### src/rtl/rename_reg_file.sv
// Architectural register file with rename tags, commit-to-read bypass and
// checkpointed busy/tag snapshots for mispredict recovery.
module rename_reg_file #(
  parameter int XLEN     = 32,
  parameter int NREG     = 32,
  parameter int IDX_W    = 5,
  parameter int TAG_W    = 4,
  parameter int NUM_RD   = 2,
  parameter int NUM_CKPT = 4,
  parameter int CKPT_W   = 2
) (
  input  logic                     clk_in,
  input  logic                     rst_in,
  input  logic                     rdy_in,
  input  logic                     flush_in,
  input  logic                     commit_valid,
  input  logic [IDX_W-1:0]         commit_idx,
  input  logic [TAG_W-1:0]         commit_tag,
  input  logic [XLEN-1:0]          commit_val,
  input  logic                     ren_valid,
  input  logic [IDX_W-1:0]         ren_idx,
  input  logic [TAG_W-1:0]         ren_tag,
  input  logic [NUM_RD*IDX_W-1:0]  rd_idx,
  output logic [NUM_RD*XLEN-1:0]   rd_val,
  output logic [NUM_RD-1:0]        rd_busy,
  output logic [NUM_RD*TAG_W-1:0]  rd_tag,
  input  logic                     ckpt_save,
  input  logic [CKPT_W-1:0]        ckpt_save_id,
  input  logic                     ckpt_restore,
  input  logic [CKPT_W-1:0]        ckpt_restore_id
);

  localparam logic [IDX_W-1:0] ZERO_IDX = {IDX_W{1'b0}};

  // Live state
  logic [XLEN-1:0]  regs_r [NREG];
  logic [NREG-1:0]  busy_r;
  logic [TAG_W-1:0] tag_r  [NREG];

  // Checkpoint slots (busy/tag only; register values are never snapshotted)
  logic [NREG-1:0]  snap_busy_r [NUM_CKPT];
  logic [TAG_W-1:0] snap_tag_r  [NUM_CKPT][NREG];

  // Next-state
  logic [NREG-1:0]  busy_s;
  logic [TAG_W-1:0] tag_s       [NREG];
  logic [NREG-1:0]  snap_busy_s [NUM_CKPT];
  logic [TAG_W-1:0] snap_tag_s  [NUM_CKPT][NREG];

  logic commit_ok_s;
  logic ren_ok_s;

  // Writes aimed at x0 are dropped at the source.
  assign commit_ok_s = commit_valid && (commit_idx != ZERO_IDX);
  assign ren_ok_s    = ren_valid && (ren_idx != ZERO_IDX);

  // Combinational read ports: x0 forced to zero, then commit bypass, then table.
  always_comb begin
    rd_val  = {(NUM_RD*XLEN){1'b0}};
    rd_busy = {NUM_RD{1'b0}};
    rd_tag  = {(NUM_RD*TAG_W){1'b0}};
    for (int k = 0; k < NUM_RD; k++) begin
      logic [IDX_W-1:0] idx_s;
      idx_s = rd_idx[k*IDX_W +: IDX_W];
      if (idx_s == ZERO_IDX) begin
        rd_val[k*XLEN +: XLEN]   = {XLEN{1'b0}};
        rd_busy[k]               = 1'b0;
        rd_tag[k*TAG_W +: TAG_W] = {TAG_W{1'b0}};
      end else if (commit_valid && (commit_idx == idx_s) && busy_r[idx_s]
                   && (tag_r[idx_s] == commit_tag)) begin
        // The retiring producer's value is forwarded in the same cycle.
        rd_val[k*XLEN +: XLEN]   = commit_val;
        rd_busy[k]               = 1'b0;
        rd_tag[k*TAG_W +: TAG_W] = {TAG_W{1'b0}};
      end else begin
        rd_val[k*XLEN +: XLEN]   = regs_r[idx_s];
        rd_busy[k]               = busy_r[idx_s];
        rd_tag[k*TAG_W +: TAG_W] = busy_r[idx_s] ? tag_r[idx_s] : {TAG_W{1'b0}};
      end
    end
  end

  // Next busy/tag table and snapshots: flush > restore > commit/rename/save.
  always_comb begin
    busy_s      = busy_r;
    tag_s       = tag_r;
    snap_busy_s = snap_busy_r;
    snap_tag_s  = snap_tag_r;

    if (flush_in) begin
      busy_s = {NREG{1'b0}};
      for (int i = 0; i < NREG; i++) begin
        tag_s[i] = {TAG_W{1'b0}};
      end
      for (int s = 0; s < NUM_CKPT; s++) begin
        snap_busy_s[s] = {NREG{1'b0}};
        for (int i = 0; i < NREG; i++) begin
          snap_tag_s[s][i] = {TAG_W{1'b0}};
        end
      end
    end else begin
      if (ckpt_restore) begin
        busy_s = snap_busy_r[ckpt_restore_id];
        tag_s  = snap_tag_r[ckpt_restore_id];
        // A retiring producer must not stay pending in the restored table.
        if (commit_ok_s && (tag_s[commit_idx] == commit_tag)) begin
          busy_s[commit_idx] = 1'b0;
        end else begin
          busy_s = busy_s;
        end
      end else begin
        // A same-cycle rename of the committed register keeps it busy.
        if (commit_ok_s && (tag_r[commit_idx] == commit_tag)
            && !(ren_ok_s && (ren_idx == commit_idx))) begin
          busy_s[commit_idx] = 1'b0;
        end else begin
          busy_s = busy_s;
        end
        if (ren_ok_s) begin
          busy_s[ren_idx] = 1'b1;
          tag_s[ren_idx]  = ren_tag;
        end else begin
          busy_s = busy_s;
        end
      end

      // Keep every snapshot coherent with retirements so a restore cannot
      // resurrect a dependency on an already retired producer.
      for (int s = 0; s < NUM_CKPT; s++) begin
        if (commit_ok_s && (snap_tag_r[s][commit_idx] == commit_tag)) begin
          snap_busy_s[s][commit_idx] = 1'b0;
        end else begin
          snap_busy_s[s] = snap_busy_s[s];
        end
      end

      // Save captures the post-commit/post-rename table; ignored on restore.
      if (ckpt_save && !ckpt_restore) begin
        snap_busy_s[ckpt_save_id] = busy_s;
        snap_tag_s[ckpt_save_id]  = tag_s;
      end else begin
        snap_busy_s = snap_busy_s;
      end
    end
  end

  // State registers; everything holds while rdy_in is low.
  always_ff @(posedge clk_in or negedge rst_in) begin
    if (!rst_in) begin
      busy_r <= {NREG{1'b0}};
      for (int i = 0; i < NREG; i++) begin
        regs_r[i] <= {XLEN{1'b0}};
        tag_r[i]  <= {TAG_W{1'b0}};
      end
      for (int s = 0; s < NUM_CKPT; s++) begin
        snap_busy_r[s] <= {NREG{1'b0}};
        for (int i = 0; i < NREG; i++) begin
          snap_tag_r[s][i] <= {TAG_W{1'b0}};
        end
      end
    end else if (rdy_in) begin
      busy_r      <= busy_s;
      tag_r       <= tag_s;
      snap_busy_r <= snap_busy_s;
      snap_tag_r  <= snap_tag_s;
      // Commit values land in the register file in every mode, flush included.
      if (commit_ok_s) begin
        regs_r[commit_idx] <= commit_val;
      end
    end
  end

endmodule

### config.mk
export PLATFORM = sky130hd
export DESIGN_NAME = rename_reg_file
export DESIGN_NICKNAME = d
export VERILOG_FILES = /design/src/rtl/rename_reg_file.sv
export SDC_FILE = /design/constraint.sdc
export NUM_CORES = 2
export LEC_CHECK = 0
export CORE_ASPECT_RATIO = 0.8
export CORE_MARGIN = 8
export CORE_UTILIZATION = 58
export DETAILED_ROUTE_END_ITERATION = 8
export PLACE_DENSITY = 0.83
export SLEW_MARGIN = 20
export SYNTH_ARGS = -nofsm -noshare
export SYNTH_HDL_FRONTEND = slang
export SYNTH_SLANG_ARGS = --single-unit
### constraint.sdc
create_clock -name clk_in -period 5.79 [get_ports clk_in]
set_input_delay 1.4475 -clock clk_in [delete_from_list [all_inputs] [get_ports clk_in]]
set_output_delay 1.4475 -clock clk_in [all_outputs]
set_load 0.005 [all_outputs]
After elaboration in Yosys (flattened, before gate mapping)
Cells that the tools add are included.

Bits in registers: 1824. Bits in latches: 0. Bits in writable memories: 0. Bits in read-only memories: 0. Bits of input ports: 72. Output and inout bits: 74. Word-level logic and storage cells: 362. Memories kept: 0.

Add/subtract/negate cells: 0. Multiply operators: 0. Divide/modulo/power cells: 0. Magnitude comparators: 15. Equality and inequality tests: 11. Shifts and indexed selects: 0. Muxes and demuxes: 94. Bitwise operators: 14. Reductions and logical operators: 31.

Operators by type and width (count): $mux W128 (9); $bwmux W1024 (1); $mux W512 (2); $mux W32 (28); $bwmux W512 (1); $bmux W32 S5 (2); $bmux W128 S2 (1); $bwmux W128 (2); $demux W128 S2 (1); $and A32 B32 Y32 (6); $bmux W4 S5 (8); $demux W32 S5 (1); $mux W4 (23); $bmux W32 S2 (1); $demux W32 S2 (1); $eq A4 B4 Y1 (8); $not A32 Y32 (1); $or A32 B32 Y32 (1); $ge A6 B6 Y1 const B (4); $lt A5 B6 Y1 const B (4); $not A5 Y6 (4); $logic_and A1 B1 Y1 (22); $demux W4 S5 (1); $eq A5 B5 Y1 (3); 13 further kinds (30).

Depth between registers and ports, before layout
Depth in word-level cells: 17. Depth in mapped cells: 16.

Least setup slack after synthesis
No wires, ideal clock.

Path type: input to output. From: input rd_idx[6]. To: output rd_val[32]. Data arrival time: 4.484 ns. Required time: 4.343 ns. Slack: -0.141 ns. Cell stages on the path: 11. Buffers on the path: 4. Cells stage by stage: clkbuf_1 -> buf_1 -> mux4_2 -> mux4_2 -> mux2i_1 -> xor2_1 -> nand2_1 -> or4_1 -> buf_2 -> buf_2 -> a211oi_1.

Longest elaborated chain between the ends: 8. Elaborated cells between the ends (all ways): 17.

RTL lines: start: declaration (RTL line 23) `input logic [NUM_RD*IDX_W-1:0] rd_idx,`; $not A5 Y6 (not written as such) (RTL line 70, 76); $bmux W4 S5 (RTL line 70) `&& (tag_r[idx_s] == commit_tag)) begin`; $mux W4 (not written as such) (2 in series) (RTL line 70); $eq A4 B4 Y1 (RTL line 70); $logic_and A1 B1 Y1 (RTL line 70); $mux W32 (RTL line 69) `end else if (commit_valid && (commit_idx == idx_s) && busy_r[idx_s]`; $mux W32 * (RTL line 65) `if (idx_s == ZERO_IDX) begin`; end: declaration (RTL line 24) `output logic [NUM_RD*XLEN-1:0] rd_val,`.

Mark *: on every way between the ends. The rest lies on a longest branch, timed or not. The select of a mux whose other input is x is not followed.

Worst setup path after layout
From: input rd_idx[5]. To: output rd_val[52].

The elaborated chain is that of the path after synthesis.

==> metrics <==
Buffers on Ports=approximately 150; Async SR Flop Fraction=100%; area overhead of the layout relative to synthesis=14.2%; hold_buf cts=0; sequential share of the synthesized area=44.3%; Critical Path AT=4.68 ns; layout cells sized above 1=42.4%; Syn Inst Count=~7,600; clk_lat worst skew=roughly 0.87 ns; Routed WL per cell=between 30 and 40 um; Syn Area/Cell=between 10 and 15 sq um; final hold slack=0.401 ns; largest net degree at the start of global routing=166; setup violators final=64; initial antenna violation count=11; Synth top area share=44.3%; cell accounting for the most synthesized area=dfrtp_1; final clock skew=roughly 0.06 ns; outcome=complete, but fails checks; failing checks=DRC, setup timing; actual slew at the worst max-slew pin=between 1 and 1.5 ns; nets@finish=7,802; Detail Route Antenna Nets=0; Post-synth EDFFs=0; Critical Path Start Type=primary input; #FFs+latches synth=between 1,500 and 2,000; vias in the first global route=81,100; total global routing track utilization=between 30% and 40%; maximum fanout along the worst path=12; Slew headroom=roughly 14%; die span in y=between 300 and 400 um; Root Buffer=clkbuf_16; CTS tree=done; drt first pass iters=9; chip width=roughly 500 um; reg-to-reg slack, setup=about 1.8 ns; most frequent cells in the layout=1,824 x dfrtp_1, 1,146 x mux2_2, 959 x mux4_2, 519 x a22o_1, 458 x buf_4; RSZ-0062 raised after global routing=true; critical path class=primary input to primary output; Worst EP required=between 4 and 5 ns; final max-slew violation count=0; worst r2r path cells=10; std cell rows=roughly 140; yosys warns=0; total core area=about 180,000 sq um; wirelength, routed=between 300,000 and 400,000 um; Final Hold Fails=0; crit path time final=about 6.1 ns; DP HPWL=between 200,000 and 250,000 um; H-tree Lvls=4; Peak supply drop=around 0.0003 V; power after layout=about 0.033 W; Avg Vias per Cell=between 7 and 8; Synth Flop Type=dfrtp_1; die area=~190,000 sq um; Synthesized Nets=7,706; I/O pins=146; Achievable Freq=roughly 160 MHz; Synth cell types=79; CTS Sinks=1,824; reg2reg end=snap_busy_r[120]$_DFFE_PN0P_; Starting Density=between 50% and 60%; most common cell after layout, fill and taps aside=dfrtp_1; drt initial violations=~14,000; Num CTS Buffers=roughly 180; fin util=between 60% and 70%; CTS max path bufs=3; clk slew on worst S/H paths=0.06 ns; P_leak=approximately 51 nW; DRC=1; Syn Std Cell Area=approximately 100,000 sq um; vias=81,200; path type of the worst min-delay path=flip-flop to flip-flop; first-pass GRT wire length=roughly 560,000 um; r2r startpoint=tag_r[127]$_DFFE_PN0P_; power per cell area=279 nW/um^2; Synth area leaders=dfrtp_1 44%, mux4_2 21%, mux2_2 13%; crit share post-route=106%; crit end category=primary output; Critical Path End=rd_val[52]; total global routing overflow=0; Setup crit start=rd_idx[5]; final worst-path setup slack=-0.334 ns; Placer Congestion=around 1.1; total of max-cap violations=0
-- through the flow --
step	instances	setup TNS (ns)	worst slack [ns]	area, sq um
6_report	10300	-12.36	-0.334	118000
3_3_place_gp	9865	-49.39	-0.892	110000
3_5_place_dp	9865	-50.70	-0.920	110000
5_1_grt	10300	-15.13	-0.343	118000
2_1_floorplan	7634	0	0.0806	103000
4_1_cts	10200	-10.76	-0.303	117000
-- power by group --
group	switching, W	total, W	internal, W
combinational	0.00277	0.00543	0.00267
sequential	0.000876	0.0146	0.0138
clock	0.00546	0.0128	0.00730
total	0.00910	0.0328	0.0237
-- sequential cells by signal (all words and copies together), names as in the netlist --
| signal | cells |
|---|---|
| regs_r | 1024 |
| snap_tag_r | 512 |
| snap_busy_r | 128 |
| tag_r | 128 |
| busy_r | 32 |
-- critical path: stages --
cell and delay, ns:
buf_16 0.15, buf_6 0.13, mux4_2 0.50, mux4_2 0.51, mux2i_4 0.26, xnor2_4 0.15, or4_4 0.63, buf_12 0.19
buf_12 0.13, buf_16 0.13, a211oi_2 0.25, buf_2 0.19
-- area by class of cell --
type	count	area, sq um
flip-flops and latches	1824	45600
fillers	11500	58900
inverters	23	86.3
well taps	2380	2980
clock inverters	71	1160
clock buffers	260	5220
diodes	8	20.0
repair buffers	764	7790
multi-input cells	4938	54800
-- cells in the mapped netlist (15+ instances only) --
cell,count
nand4_1,33
a22oi_1,103
clkbuf_1,594
nand2_1,278
buf_4,27
nand3_1,90
buf_6,17
xor2_1,23
mux4_2,959
o21ai_0,119
o22ai_1,122
a311oi_1,15
a22o_1,519
nor3_1,39
mux2i_1,341
a31oi_1,26
nand2b_1,17
buf_1,76
a211oi_1,105
and3_1,83
inv_1,20
a221oi_1,32
a32oi_1,23
buf_2,134
nor4_1,19
dfrtp_1,1824
mux2_2,1148
nor2_1,389
a21oi_1,218
o21ai_1,30
xnor2_1,15
-- worst min-delay path by stage --
stage	slack [ns]	depth (start not counted)	from	end
after floorplan	0.44	1	regs_r[1002]$_DFFE_PN0P_	regs_r[1002]$_DFFE_PN0P_
after global placement	0.38	0	regs_r[993]$_DFFE_PN0P_	regs_r[993]$_DFFE_PN0P_
after detailed placement	0.38	0	regs_r[995]$_DFFE_PN0P_	regs_r[995]$_DFFE_PN0P_
after CTS	0.40	0	regs_r[995]$_DFFE_PN0P_	regs_r[995]$_DFFE_PN0P_
after global routing	0.41	0	regs_r[995]$_DFFE_PN0P_	regs_r[995]$_DFFE_PN0P_
final	0.40	0	regs_r[1007]$_DFFE_PN0P_	regs_r[1007]$_DFFE_PN0P_
-- timing repair --
action                     in CTS  in global routing
cloned                         15                  2
pin swaps                      20                 18
setup endpoints to repair      74                 73
resized for setup             407                116
hold endpoints to repair        0                  0
buffers inserted               28                 26
-- per-layer routing --
metal / global-route usage (%) / share of wire, % / vias to the layer above
met4: 21.6 / 7.1 / 10
met5: 0.350 / 0.074 / -
met2: 54.0 / 41 / 7784
met1: 51.6 / 34 / 41500
met3: 19.5 / 17 / 1831
li1: - / - / 30100
-- cells by family after synthesis --
| logic type | count (synthesis) | synth area share, % |
|---|---|---|
| AND/OR/NAND/NOR | 1042 | 4.75 |
| buffers and inverters | 873 | 3.57 |
| flip-flops | 1824 | 44.3 |
| AO/OA/AOI/OAI | 1409 | 10.3 |
| XOR/XNOR | 38 | 0.323 |
| multiplexers | 2448 | 36.8 |
Note: power is estimated with default switching activity, not from simulation.
